[src/rtl/multi_button_debouncer_pkg.sv]
// Shared types, default parameters and helpers for the keypad debouncer.
package button_pkg;

  // Per-channel hold tracker: released, held before long-press, auto-repeating.
  typedef enum logic [1:0] {
    IDLE   = 2'd0,
    HOLD   = 2'd1,
    REPEAT = 2'd2
  } hold_state_t;

  localparam int DEF_N_CH         = 4;
  localparam int DEF_SYNC_STAGES  = 2;
  localparam int DEF_MAX_COUNT    = 16;
  localparam int DEF_LONG_COUNT   = 500;
  localparam int DEF_REPEAT_COUNT = 100;

  // Counter width able to hold 0..value-1, never narrower than one bit.
  function automatic int cnt_width(input int value);
    int w;
    w = $clog2(value);
    return (w < 1) ? 1 : w;
  endfunction

endpackage

[src/rtl/multi_button_debouncer_if.sv]
// Bundle of tick, raw keys and all per-channel debounced outputs.
interface multi_button_debouncer_if #(
  parameter int N_CH = 4
);

  logic            tick;
  logic [N_CH-1:0] in;
  logic [N_CH-1:0] out;
  logic [N_CH-1:0] edj;
  logic [N_CH-1:0] rise;
  logic [N_CH-1:0] fall;
  logic [N_CH-1:0] long_press;
  logic [N_CH-1:0] repeat_pulse;

  // Keypad side: supplies the tick and raw pins, consumes key events.
  modport master (
    output tick, in,
    input  out, edj, rise, fall, long_press, repeat_pulse
  );

  // Debouncer side.
  modport slave (
    input  tick, in,
    output out, edj, rise, fall, long_press, repeat_pulse
  );

endinterface

[src/rtl/multi_button_debouncer_channel.sv]
// One key: synchroniser, tick-gated debounce counter and long-press/repeat FSM.
module debounce_channel
  import button_pkg::*;
#(
  parameter int SYNC_STAGES  = DEF_SYNC_STAGES,
  parameter int MAX_COUNT    = DEF_MAX_COUNT,
  parameter int LONG_COUNT   = DEF_LONG_COUNT,
  parameter int REPEAT_COUNT = DEF_REPEAT_COUNT
) (
  input  logic clk,
  input  logic rst,
  input  logic tick,
  input  logic in_raw,
  output logic out,
  output logic edj,
  output logic rise,
  output logic fall,
  output logic long_press,
  output logic repeat_pulse
);

  localparam int CW = cnt_width(MAX_COUNT);
  localparam int HW = cnt_width(LONG_COUNT);
  localparam int RW = cnt_width(REPEAT_COUNT);

  localparam logic [CW-1:0] CNT_LAST  = CW'(MAX_COUNT - 1);
  localparam logic [HW-1:0] HOLD_LAST = HW'(LONG_COUNT - 1);
  localparam logic [RW-1:0] REP_LAST  = RW'(REPEAT_COUNT - 1);

  logic [SYNC_STAGES-1:0] sync_q;
  logic                   in_s;

  logic [CW-1:0] cnt_q, cnt_d;
  logic          out_q, out_d;
  logic          rise_d, fall_d;

  hold_state_t   state_q, state_d;
  logic [HW-1:0] hold_q, hold_d;
  logic [RW-1:0] rep_q, rep_d;
  logic          long_d, rpt_d;

  logic edj_q, rise_q, fall_q, long_q, rpt_q;

  assign in_s = sync_q[SYNC_STAGES-1];

  // Metastability chain for the asynchronous key pin; runs every clock.
  always_ff @(posedge clk or posedge rst) begin
    if (rst) sync_q <= '0;
    else     sync_q <= {sync_q[SYNC_STAGES-2:0], in_raw};
  end

  // Debounce decision: accept the new level after MAX_COUNT consecutive differing ticks.
  always_comb begin
    cnt_d  = cnt_q;
    out_d  = out_q;
    rise_d = 1'b0;
    fall_d = 1'b0;
    if (tick) begin
      if (cnt_q == CNT_LAST) begin
        out_d  = in_s;
        cnt_d  = '0;
        rise_d = in_s & ~out_q;
        fall_d = ~in_s & out_q;
      end else if (in_s != out_q) begin
        cnt_d = cnt_q + CW'(1);
      end else begin
        cnt_d = '0;
      end
    end
  end

  // Hold FSM next state: a release always wins and silences further pulses.
  always_comb begin
    state_d = state_q;
    hold_d  = hold_q;
    rep_d   = rep_q;
    long_d  = 1'b0;
    rpt_d   = 1'b0;
    if (fall_d) begin
      state_d = IDLE;
      hold_d  = '0;
      rep_d   = '0;
    end else begin
      unique case (state_q)
        IDLE: begin
          if (rise_d) begin
            state_d = HOLD;
            hold_d  = '0;
            rpt_d   = 1'b1;
          end
        end
        HOLD: begin
          if (tick) begin
            if (hold_q == HOLD_LAST) begin
              long_d  = 1'b1;
              rpt_d   = 1'b1;
              hold_d  = '0;
              rep_d   = '0;
              state_d = REPEAT;
            end else begin
              hold_d = hold_q + HW'(1);
            end
          end
        end
        REPEAT: begin
          if (tick) begin
            if (rep_q == REP_LAST) begin
              rpt_d = 1'b1;
              rep_d = '0;
            end else begin
              rep_d = rep_q + RW'(1);
            end
          end
        end
        default: begin
          state_d = IDLE;
          hold_d  = '0;
          rep_d   = '0;
        end
      endcase
    end
  end

  // Debounce counter, level and single-clock edge pulses.
  always_ff @(posedge clk or posedge rst) begin
    if (rst) begin
      cnt_q  <= '0;
      out_q  <= 1'b0;
      edj_q  <= 1'b0;
      rise_q <= 1'b0;
      fall_q <= 1'b0;
    end else begin
      cnt_q  <= cnt_d;
      out_q  <= out_d;
      edj_q  <= rise_d | fall_d;
      rise_q <= rise_d;
      fall_q <= fall_d;
    end
  end

  // Hold FSM state, its counters and its single-clock pulses.
  always_ff @(posedge clk or posedge rst) begin
    if (rst) begin
      state_q <= IDLE;
      hold_q  <= '0;
      rep_q   <= '0;
      long_q  <= 1'b0;
      rpt_q   <= 1'b0;
    end else begin
      state_q <= state_d;
      hold_q  <= hold_d;
      rep_q   <= rep_d;
      long_q  <= long_d;
      rpt_q   <= rpt_d;
    end
  end

  assign out          = out_q;
  assign edj          = edj_q;
  assign rise         = rise_q;
  assign fall         = fall_q;
  assign long_press   = long_q;
  assign repeat_pulse = rpt_q;

endmodule

[src/rtl/multi_button_debouncer.sv]
// N independent key debouncers sharing one tick enable.
module multi_button_debouncer
  import button_pkg::*;
#(
  parameter int N_CH         = DEF_N_CH,
  parameter int SYNC_STAGES  = DEF_SYNC_STAGES,
  parameter int MAX_COUNT    = DEF_MAX_COUNT,
  parameter int LONG_COUNT   = DEF_LONG_COUNT,
  parameter int REPEAT_COUNT = DEF_REPEAT_COUNT
) (
  input logic                     clk,
  input logic                     rst,
  multi_button_debouncer_if.slave bus
);

  // One channel per key; no interaction between channels.
  for (genvar i = 0; i < N_CH; i++) begin : g_ch
    debounce_channel #(
      .SYNC_STAGES  (SYNC_STAGES),
      .MAX_COUNT    (MAX_COUNT),
      .LONG_COUNT   (LONG_COUNT),
      .REPEAT_COUNT (REPEAT_COUNT)
    ) u_ch (
      .clk          (clk),
      .rst          (rst),
      .tick         (bus.tick),
      .in_raw       (bus.in[i]),
      .out          (bus.out[i]),
      .edj          (bus.edj[i]),
      .rise         (bus.rise[i]),
      .fall         (bus.fall[i]),
      .long_press   (bus.long_press[i]),
      .repeat_pulse (bus.repeat_pulse[i])
    );
  end

endmodule

[src/flat_wrapper.sv]
// flat-port wrapper written by rule: the top's interface ports become plain ports
module multi_button_debouncer_flat import button_pkg::*;
#(
  parameter int N_CH         = DEF_N_CH,
  parameter int SYNC_STAGES  = DEF_SYNC_STAGES,
  parameter int MAX_COUNT    = DEF_MAX_COUNT,
  parameter int LONG_COUNT   = DEF_LONG_COUNT,
  parameter int REPEAT_COUNT = DEF_REPEAT_COUNT
)
  (clk, rst, bus_tick, bus_in, bus_out, bus_edj, bus_rise, bus_fall, bus_long_press, bus_repeat_pulse);
  multi_button_debouncer_if #(.N_CH(N_CH)) bus_i ();
  input logic clk;
  input logic rst;
  input wire logic [$bits(bus_i.tick)-1:0] bus_tick;
  input wire logic [$bits(bus_i.in)-1:0] bus_in;
  output wire logic [$bits(bus_i.out)-1:0] bus_out;
  output wire logic [$bits(bus_i.edj)-1:0] bus_edj;
  output wire logic [$bits(bus_i.rise)-1:0] bus_rise;
  output wire logic [$bits(bus_i.fall)-1:0] bus_fall;
  output wire logic [$bits(bus_i.long_press)-1:0] bus_long_press;
  output wire logic [$bits(bus_i.repeat_pulse)-1:0] bus_repeat_pulse;
  assign bus_i.tick = bus_tick;
  assign bus_i.in = bus_in;
  assign bus_out = bus_i.out;
  assign bus_edj = bus_i.edj;
  assign bus_rise = bus_i.rise;
  assign bus_fall = bus_i.fall;
  assign bus_long_press = bus_i.long_press;
  assign bus_repeat_pulse = bus_i.repeat_pulse;
  multi_button_debouncer #(.N_CH(N_CH), .SYNC_STAGES(SYNC_STAGES), .MAX_COUNT(MAX_COUNT), .LONG_COUNT(LONG_COUNT), .REPEAT_COUNT(REPEAT_COUNT)) u_core (.clk(clk), .rst(rst), .bus(bus_i));
endmodule
[config.mk]
export PLATFORM = sky130hd
export DESIGN_NAME = multi_button_debouncer_flat
export DESIGN_NICKNAME = d
export VERILOG_FILES = /design/src/rtl/multi_button_debouncer_pkg.sv /design/src/rtl/multi_button_debouncer_if.sv /design/src/rtl/multi_button_debouncer_channel.sv /design/src/rtl/multi_button_debouncer.sv /design/src/flat_wrapper.sv
export SDC_FILE = /design/constraint.sdc
export NUM_CORES = 1
export LEC_CHECK = 0
export ABC_AREA = 1
export BUFFER_PORTS_ARGS = -buffer_cell sky130_fd_sc_hd__buf_2
export CORE_MARGIN = 2
export CORE_UTILIZATION = 25
export CTS_CLUSTER_DIAMETER = 100
export DETAILED_ROUTE_END_ITERATION = 16
export GPL_TIMING_DRIVEN = 0
export SETUP_SLACK_MARGIN = 0.2
export SYNTH_ARGS = -nofsm -noshare
export SYNTH_HDL_FRONTEND = slang
export SYNTH_SLANG_ARGS = --single-unit
[constraint.sdc]
create_clock -name clk -period 7 [get_ports clk]
set_input_delay 1.4 -clock clk [delete_from_list [all_inputs] [get_ports clk]]
set_output_delay 1.4 -clock clk [all_outputs]
set_load 0.02 [all_outputs]
Word level (Yosys, flattened, before mapping)
Cells that the tools add are included.

Add/sub/neg operators: 12. Multipliers: 0. Div/mod/pow operators: 0. Magnitude comparators: 0. Equal/unequal tests: 48. Shift operators: 0. Mux-type cells: 124. Bitwise gates (word level): 20. Reductions and logical operators: 20.

Operator list (count): 9-bit two-way mux (16); 7-bit two-way mux (20); 9-bit case mux with 3 select lines (4); 7-bit case mux with 3 select lines (4); 1-bit two-way mux (48); 3-bit inequality test (second input constant) (16); 9-bit by 1-bit adder with 9-bit output (second input constant) (4); 9-bit == test (second input constant) (4); 2-bit two-way mux (16); 4-bit two-way mux (8); 4-bit AND reduction (8); 7-bit by 1-bit adder with 7-bit output (second input constant) (4); 7-bit == test (second input constant) (4); 2-bit case mux with 3 select lines (4); 4-bit by 1-bit adder with 4-bit output (second input constant) (4); 4-bit == test (second input constant) (4); 2-bit inequality test (second input constant) (8); 1-bit case mux with 3 select lines (4); 3-bit AND reduction (4); 1-bit AND (8); 2-bit by 1-bit == test with 1-bit output (second input constant) (4); 2-bit == test (second input constant) (4); 2-bit logical NOT (4); 1-bit inverter (8); other kinds (3) (12).

Bits in registers: 120. Latch bits: 0. RAM bits: 0. Memory bits (read-only): 0. Input bits: 7. Logic and storage cells: 268. Memories kept: 0.

Depth between registers and ports, before layout
Gate-level depths: netlist (run 1).

Word-level depth: 7. Gate-level depth with buffers: 10.

Cells and area by module
Synthesis (run 1) repeated with hierarchy kept, for this count alone.

Cell total of the unflattened synthesis: 899. Area total of the unflattened synthesis: 6931.6 sq um.

By module, submodules not included: debounce_channel (u_core.g_ch[0].u_ch ...) (times used 2, cells an instance 227, area an instance 1745.4 sq um, seq. area each 750.7 sq um); debounce_channel (u_core.g_ch[3].u_ch) (times used 1, cells an instance 228, area an instance 1730.4 sq um, seq. area each 750.7 sq um); debounce_channel (u_core.g_ch[1].u_ch) (times used 1, cells an instance 217, area an instance 1710.4 sq um, seq. area each 750.7 sq um).

Worst setup path before layout (run 1)
OpenSTA, ideal clock, no wires.

Path kind: input to register. From: input bus_tick. To: register u_core.g_ch[3].u_ch.hold_q[3]. Arrival time: 2282 ps. Required time: 6882 ps. Path slack: 4600 ps. Stages: 9. Cells stage by stage: inv_2 -> buf_6 -> nor2_4 -> nand2_2 -> nand2_2 -> nand3_4 -> buf_6 -> nand2_1 -> o21ai_2.

Cells in the longest elaborated chain, start to end: 3.

RTL lines: from (decl) (line flat_wrapper.sv:14) `input wire logic [$bits(bus_i.tick)-1:0] bus_tick;`; 1-bit two-way mux (line multi_button_debouncer_channel.sv:58) `if (tick) begin`; 3-bit inequality test (no source line) or 2-bit inequality test (tied branches); 3-bit AND reduction (no source line); to (signal assigned) (line multi_button_debouncer_channel.sv:151) `hold_q <= hold_d;`; to (decl) (line multi_button_debouncer_channel.sv:38) `logic [HW-1:0] hold_q, hold_d;`.

Parallel ways exist; a longest one is shown, timed or not. A chain may end at the register's enable or synchronous reset.

Worst setup path in the final report (run 1)
From: register u_core.g_ch[1].u_ch.out_q. To: output bus_out[1].

RTL lines: from (decl) (line multi_button_debouncer_channel.sv:34) `logic out_q, out_d;`; from (signal assigned) (line multi_button_debouncer_channel.sv:134) `out_q <= out_d;`; to (decl) (line flat_wrapper.sv:16) `output wire logic [$bits(bus_i.out)-1:0] bus_out;`.

No word-level cell between the ends.

==> flow_summary.json, run 1 <==
{
  "synth_area_sq_um": 6924,
  "port_buffers": 30,
  "cts_resized": 0,
  "clock_sinks": 120,
  "start_util_pct": 25.55,
  "gp_congestion": 0.7944,
  "power_density_nw_per_um2": 274.8,
  "avgSynthCellArea_sq_um": 7.559,
  "dieArea_sq_um": 29040,
  "synth_fp_nets": 943,
  "crit_arrival_ns": 1.12,
  "max_freq_mhz": 397.2,
  "max_slew_margin_pct": 67.73,
  "core_sq_um": 27100,
  "reg2reg_slack_ns": 5.10,
  "grt_pass1_vias": 5401,
  "die_x_um": 170.4,
  "groute.usage.overall_pct": 10.46,
  "yosysTopAreaCell": "dfrtp_1",
  "grt_max_degree": 73,
  "critical_path.max_fanout": 3,
  "ant_nets": 0,
  "leakagePower_nw": 4.124,
  "timing_hold_violations_final": 0,
  "outcome": "finished clean",
  "synth_enable_flop_cells": 0,
  "cts-root-buf": "clkbuf_16",
  "fin_crit_sh_pct": 35.97,
  "power.total_mw": 2.254,
  "rsz0062_at_grt": "false",
  "via_count": 5725,
  "htree_levels": 4,
  "crit_path_start_kind": "flop",
  "core.rowCount": 60,
  "antenna_found_initial": 1,
  "skew_ns": 0.01111,
  "dr.pass1.iters": 4,
  "cts-hold-fix-buffers": 0,
  "dpl-instance-area_sq_um": 7572,
  "ys_warn_count": 0,
  "drv_slew": 0,
  "synth_area_leaders": "dfrtp_1, nand2_1, inv_1",
  "io_pins": 31,
  "synthFlopType": "dfrtp_1",
  "grt_overflow": 0,
  "vdd_drop_max_uv": 152.4,
  "die_h_um": 170.4,
  "fill_cells": 2847,
  "hold_class": "reg2reg",
  "grt_first_pass_wirelength_um": 24780,
  "yosys_register_bits": 120,
  "final_cell_area_sq_um": 8202,
  "routed_via_density": 4.238,
  "worstMarginPinSlew_ns": 0.4840,
  "numCtsBuffers": 17,
  "drtIter0Drc": 378,
  "postCtsSetupBuffers": 0,
  "drv_cap": 0,
  "routed_wl_um": 13920,
  "syn_to_final_growth_pct": 18.45,
  "ys_types": 31,
  "synthCells": 916,
  "worst_slack_ns": 4.482,
  "cp_data_required_time_ns": 5.60,
  "synthDominantCellAreaShare_pct": 43.37,
  "drive_above_1_share_pct": 14.81,
  "cts_tree": "built",
  "multi_input_area_sq_um": 3189,
  "clock_latency_ns": 0.42,
  "async_reset_ff_share_pct": 100.0,
  "period_needed_ns": 2.518,
  "route.detailed.drc": 0,
  "seqCellArea_sq_um": 3003,
  "wl_per_cell_um": 10.30,
  "tns_ns": 0,
  "dp_hpwl_um": 9819,
  "diodes": 0,
  "worstSetupPathType": "reg2out",
  "endpoint_kind": "primary output",
  "ctsLongestPathBuffers": 2,
  "yosysSeqAreaShare_pct": 43.37,
  "pre_cts_ws_ns": 4.205,
  "path_clk_slew_ns": 0.06,
  "nets": 993,
  "setup_viol": 0
}
[worst paths after layout]
kind,start,to,cells past startpoint
setup / recovery,u_core.g_ch[1].u_ch.out,bus_out[1],2
hold / removal,u_core.g_ch[0].u_ch.sync_q[0],u_core.g_ch[0].u_ch.sync_q[1],0
setup reg to reg,u_core.g_ch[2].u_ch.cnt_q[0],u_core.g_ch[2].u_ch.rep_q[5],10
hold reg to reg,u_core.g_ch[0].u_ch.sync_q[0],u_core.g_ch[0].u_ch.sync_q[1],0
max in group asynchronous,rst,u_core.g_ch[3].u_ch.cnt_q[1],3
min in group asynchronous,rst,u_core.g_ch[0].u_ch.long_press,2
[placed cells by master (no fill, tap or decap), types with 5 or more instances in the layout]
master / synthesis / layout
a21oi_1: 10 / 10
buf_2: 3 / 33
buf_4: 27 / 27
buf_6: 5 / 5
clkbuf_16: 0 / 17
dfrtp_1: 120 / 120
ha_1: 20 / 20
inv_1: 118 / 117
nand2_1: 296 / 296
nand3_1: 58 / 58
nand3_2: 9 / 9
nand4_1: 18 / 18
nor2_1: 99 / 99
nor2_2: 6 / 6
nor3_1: 6 / 6
o21ai_0: 27 / 27
o21ai_1: 22 / 22
o21ai_2: 20 / 20
xnor2_1: 5 / 5
xor2_1: 14 / 14
[power by group]
| group | total, mW | switching [mW] | internal, mW |
|---|---|---|---|
| sequential | 0.839 | 0.0765 | 0.763 |
| clock | 0.929 | 0.316 | 0.613 |
| combinational | 0.486 | 0.323 | 0.163 |
| total | 2.25 | 0.716 | 1.54 |
[critical path, cell delays in order, from the launching register on]
cell,delay (ns)
dfrtp_1,0.40
buf_4,0.15
buf_2,0.15
[routing by layer]
metal  part of all wire, %  global-route usage (%)
met2                    47                   16.76
met4                   1.8                   5.054
met3                   3.1                   2.512
met5                  0.11                       0
met1                    48                   13.22
[registers in the layout (all words and copies together) (netlist names)]
signal                         cells
u_core.g_ch.u_ch.rise              4
u_core.g_ch.u_ch.fall              4
u_core.g_ch.u_ch.cnt_q            16
u_core.g_ch.u_ch.long_press        4
u_core.g_ch.u_ch.hold_q           36
u_core.g_ch.u_ch.rep_q            28
u_core.g_ch.u_ch.repeat_pulse      4
u_core.g_ch.u_ch.edj               4
u_core.g_ch.u_ch.state_q           8
u_core.g_ch.u_ch.out               4
u_core.g_ch.u_ch.sync_q            8
[cell families after synthesis]
family	share of synthesized area (%)
AO/OA/AOI/OAI	8.331
XOR/XNOR	2.403
adder cells (fa/ha/maj)	3.614
buffers and inverters	10.57
flip-flops	43.37
AND/OR/NAND/NOR	31.71
[layout make-up]
cell class | instances | area share (%)
Tap cell | 372 | 5.675
Clock inverter | 12 | 2.105
Sequential cell | 120 | 36.61
Buffer | 38 | 3.478
Clock buffer | 20 | 5.568
Multi-Input combinational cell | 639 | 38.89
Inverter | 119 | 5.507
Timing Repair Buffer | 31 | 2.166
[synth_stat cells (5+ instances only)]
| master | instances |
|---|---|
| a21oi_1 | 10 |
| nand2_1 | 296 |
| nor2_1 | 99 |
| inv_1 | 118 |
| buf_4 | 27 |
| nand4_1 | 18 |
| xor2_1 | 14 |
| buf_6 | 5 |
| nand3_1 | 58 |
| o21ai_1 | 22 |
| o21ai_0 | 27 |
| dfrtp_1 | 120 |
| nor2_2 | 6 |
| ha_1 | 20 |
| nand3_2 | 9 |
| xnor2_1 | 5 |
| nor3_1 | 6 |
| o21ai_2 | 20 |
[through the flow]
| stage | utilization [%] | cells | hold slack, ns |
|---|---|---|---|
| final | 30.26 | 1351 | 0.3485 |
| after global routing | 30.26 | 1351 | 0.3543 |
| after CTS | 30.26 | 1351 | 0.3525 |
| after detailed placement | 27.94 | 1319 | 0.3396 |
| after global placement | 27.82 | 1318 | 0.3370 |
| after floorplan | - | 916 | 0.3312 |
Note: power is estimated with default switching activity, not from simulation.
==> inputs of run 2 (changes only) <==
==> constraint.sdc (replaced) <==
create_clock -name clk -period 2.1 [get_ports clk]
set_input_delay 0.42 -clock clk [delete_from_list [all_inputs] [get_ports clk]]
set_output_delay 0.42 -clock clk [all_outputs]
set_load 0.02 [all_outputs]
==> flow_summary.json, run 2 (same netlist as run 1, synthesis figures left out) <==
{
  "max_freq_mhz": 560.2,
  "syn_to_final_growth_pct": 20.65,
  "setup_viol": 0,
  "fill_cells": 2837,
  "largestRegisters": "u_core.g_ch.u_ch.hold_q: 36 flops, u_core.g_ch.u_ch.rep_q: 28 flops, u_core.g_ch.u_ch.cnt_q: 16 flops",
  "routed_via_density": 4.197,
  "clock_sinks": 120,
  "diodes": 0,
  "critPathLaunch": "u_core.g_ch[3].u_ch.cnt_q[0]",
  "finalNonFillerCells": 1357,
  "power_frac_comb_pct": 22.0,
  "core.rowCount": 60,
  "wl_per_cell_um": 10.42,
  "clkPwrFrac_pct": 41.6,
  "timing_hold_violations_final": 0,
  "largest_reg_flops": 36,
  "nets": 999,
  "worst-path-buf-inv": 1,
  "cts_tree": "built",
  "cpMostUsedCell": "nand2_2",
  "port_buffers": 30,
  "clock_latency_ns": 0.43,
  "max_slew_margin_pct": 65.73,
  "pwr-share-seq_pct": 36.4,
  "worstSetupPathType": "reg2reg",
  "r2r_cells": 9,
  "drive_above_1_share_pct": 16.24,
  "slowest_delay_ns": 0.39,
  "grt_pass1_vias": 5547,
  "ant_nets": 0,
  "power_density_nw_per_um2": 919.8,
  "r2r-start": "u_core.g_ch[3].u_ch.cnt_q[0]",
  "path_cells": "ha_1 -> nand3_2 -> nor2_4 -> nand2_2 -> nand2_2 -> nand3_4 -> buf_6 -> nand2_1 -> o21ai_1",
  "dieArea_sq_um": 29040,
  "endpoint_kind": "flop",
  "final_common_cell": "nand2_1",
  "crit_path_start_kind": "flop",
  "gp_congestion": 0.7882,
  "dr.pass1.iters": 5,
  "die_x_um": 170.4,
  "grt_max_degree": 39,
  "cp_slowest_cell": "dfrtp_1",
  "die_h_um": 170.4,
  "skew_ns": 0.009181,
  "reg2reg_slack_ns": 0.31,
  "routed_wl_um": 14150,
  "antenna_found_initial": 2,
  "dpl-instance-area_sq_um": 7604,
  "ctsLongestPathBuffers": 2,
  "numCtsBuffers": 17,
  "cp_data_required_time_ns": 2.41,
  "power.total_mw": 7.684,
  "worstMarginPinSlew_ns": 0.5140,
  "swShare_pct": 31.77,
  "route.detailed.drc": 0,
  "p_int_mw": 5.243,
  "holdWs_ns": 0.1030,
  "period_needed_ns": 1.785,
  "final_cell_mix": "nand2_1, dfrtp_1, inv_1",
  "leakagePower_nw": 4.166,
  "endpoint": "u_core.g_ch[3].u_ch.hold_q[5]",
  "grt_overflow": 0,
  "hold_class": "in2reg",
  "critical_path.max_fanout": 10,
  "groute.usage.overall_pct": 10.63,
  "drv_slew": 0,
  "path_clk_slew_ns": 0.06,
  "outcome": "finished clean",
  "via_count": 5695,
  "io_pins": 31,
  "dp.cells": 1321,
  "drtIter0Drc": 354,
  "grt_first_pass_wirelength_um": 25240,
  "path_delay_family": "simple AND/OR/NAND/NOR gates",
  "fin_crit_sh_pct": 85.01,
  "drv_cap": 0,
  "p_sw_mw": 2.442,
  "vdd_drop_max_uv": 534.5,
  "min-delay-start": "bus_in[0]",
  "core_sq_um": 27100,
  "dp_hpwl_um": 9961,
  "htree_levels": 4,
  "top_register": "u_core.g_ch.u_ch.hold_q",
  "r2r-end": "u_core.g_ch[3].u_ch.hold_q[5]",
  "start_util_pct": 25.55,
  "final_cell_area_sq_um": 8354,
  "crit_cells": 9,
  "rsz0062_at_grt": "true",
  "cts-root-buf": "clkbuf_16",
  "crit_arrival_ns": 2.09
}
## run 2: worst register-to-register path: cells and delay by family (launching register included)
| kind | cells | cell delay (ns) |
|---|---|---|
| AND/OR/NAND/NOR | 6 | 0.81 |
| AO/OA/AOI/OAI | 1 | 0.06 |
| buffers and inverters | 1 | 0.18 |
| flip-flops | 1 | 0.39 |
| adder cells (fa/ha/maj) | 1 | 0.24 |
## run 2: power by group through the flow
stage | sequential (mW) | clock [mW] | combinational (mW)
2_1_floorplan | 2.77 | 0 | 1.30
3_3_place_gp | 2.82 | 0 | 1.60
3_5_place_dp | 2.83 | 0 | 1.65
4_1_cts | 2.79 | 3.28 | 1.66
5_1_grt | 2.84 | 3.38 | 1.94
6_report | 2.80 | 3.20 | 1.69
## run 2: worst min-delay path by stage
| stage | to | slack [ns] | cells past startpoint |
|---|---|---|---|
| 2_1_floorplan | u_core.g_ch[0].u_ch.sync_q[1] | 0.33 | 0 |
| 3_3_place_gp | u_core.g_ch[2].u_ch.sync_q[1] | 0.34 | 0 |
| 3_5_place_dp | u_core.g_ch[2].u_ch.sync_q[1] | 0.34 | 0 |
| 4_1_cts | u_core.g_ch[0].u_ch.sync_q[0] | 0.09 | 1 |
| 5_1_grt | u_core.g_ch[0].u_ch.sync_q[0] | 0.1 | 1 |
| 6_report | u_core.g_ch[0].u_ch.sync_q[0] | 0.10 | 1 |
## run 2: area by class of cell
type                            instances  area [sq um]  area share, %
Multi-Input combinational cell        639          3257          38.98
Sequential cell                       120          3003          35.94
Tap cell                              372         465.4          5.571
Inverter                              119         450.4          5.392
Clock buffer                           19         442.9          5.302
Buffer                                 38         291.5          3.490
Timing Repair Buffer                   37         242.7          2.905
Clock inverter                         13         201.4          2.411
## run 2: metal layers
| metal | global-route usage [%] | part of all wire (%) | vias up |
|---|---|---|---|
| met4 | 5.165 | 2.4 | 4 |
| met1 | 13.16 | 47 | 2608 |
| met5 | 0 | 0.17 | - |
| li1 | - | - | 2995 |
| met2 | 17.64 | 47 | 65 |
| met3 | 2.186 | 3.6 | 23 |
## run 2: through the flow
stage,setup WS (ns),setup TNS (ns),util [%]
finish,0.3148,0,30.83
global route,0.1582,0,30.83
CTS,0.2082,0,30.47
detailed placement,0.2043,0,28.06
global placement,-0.7189,-84.84,27.83
floorplan,0.2107,0,-
## run 2: timing repair
item	4_1_cts	5_1_grt
resized for setup	0	18
buffers inserted	0	3
endpoints found under the setup margin	0	47
endpoints found under the hold margin	10	0
hold buffers	1	0
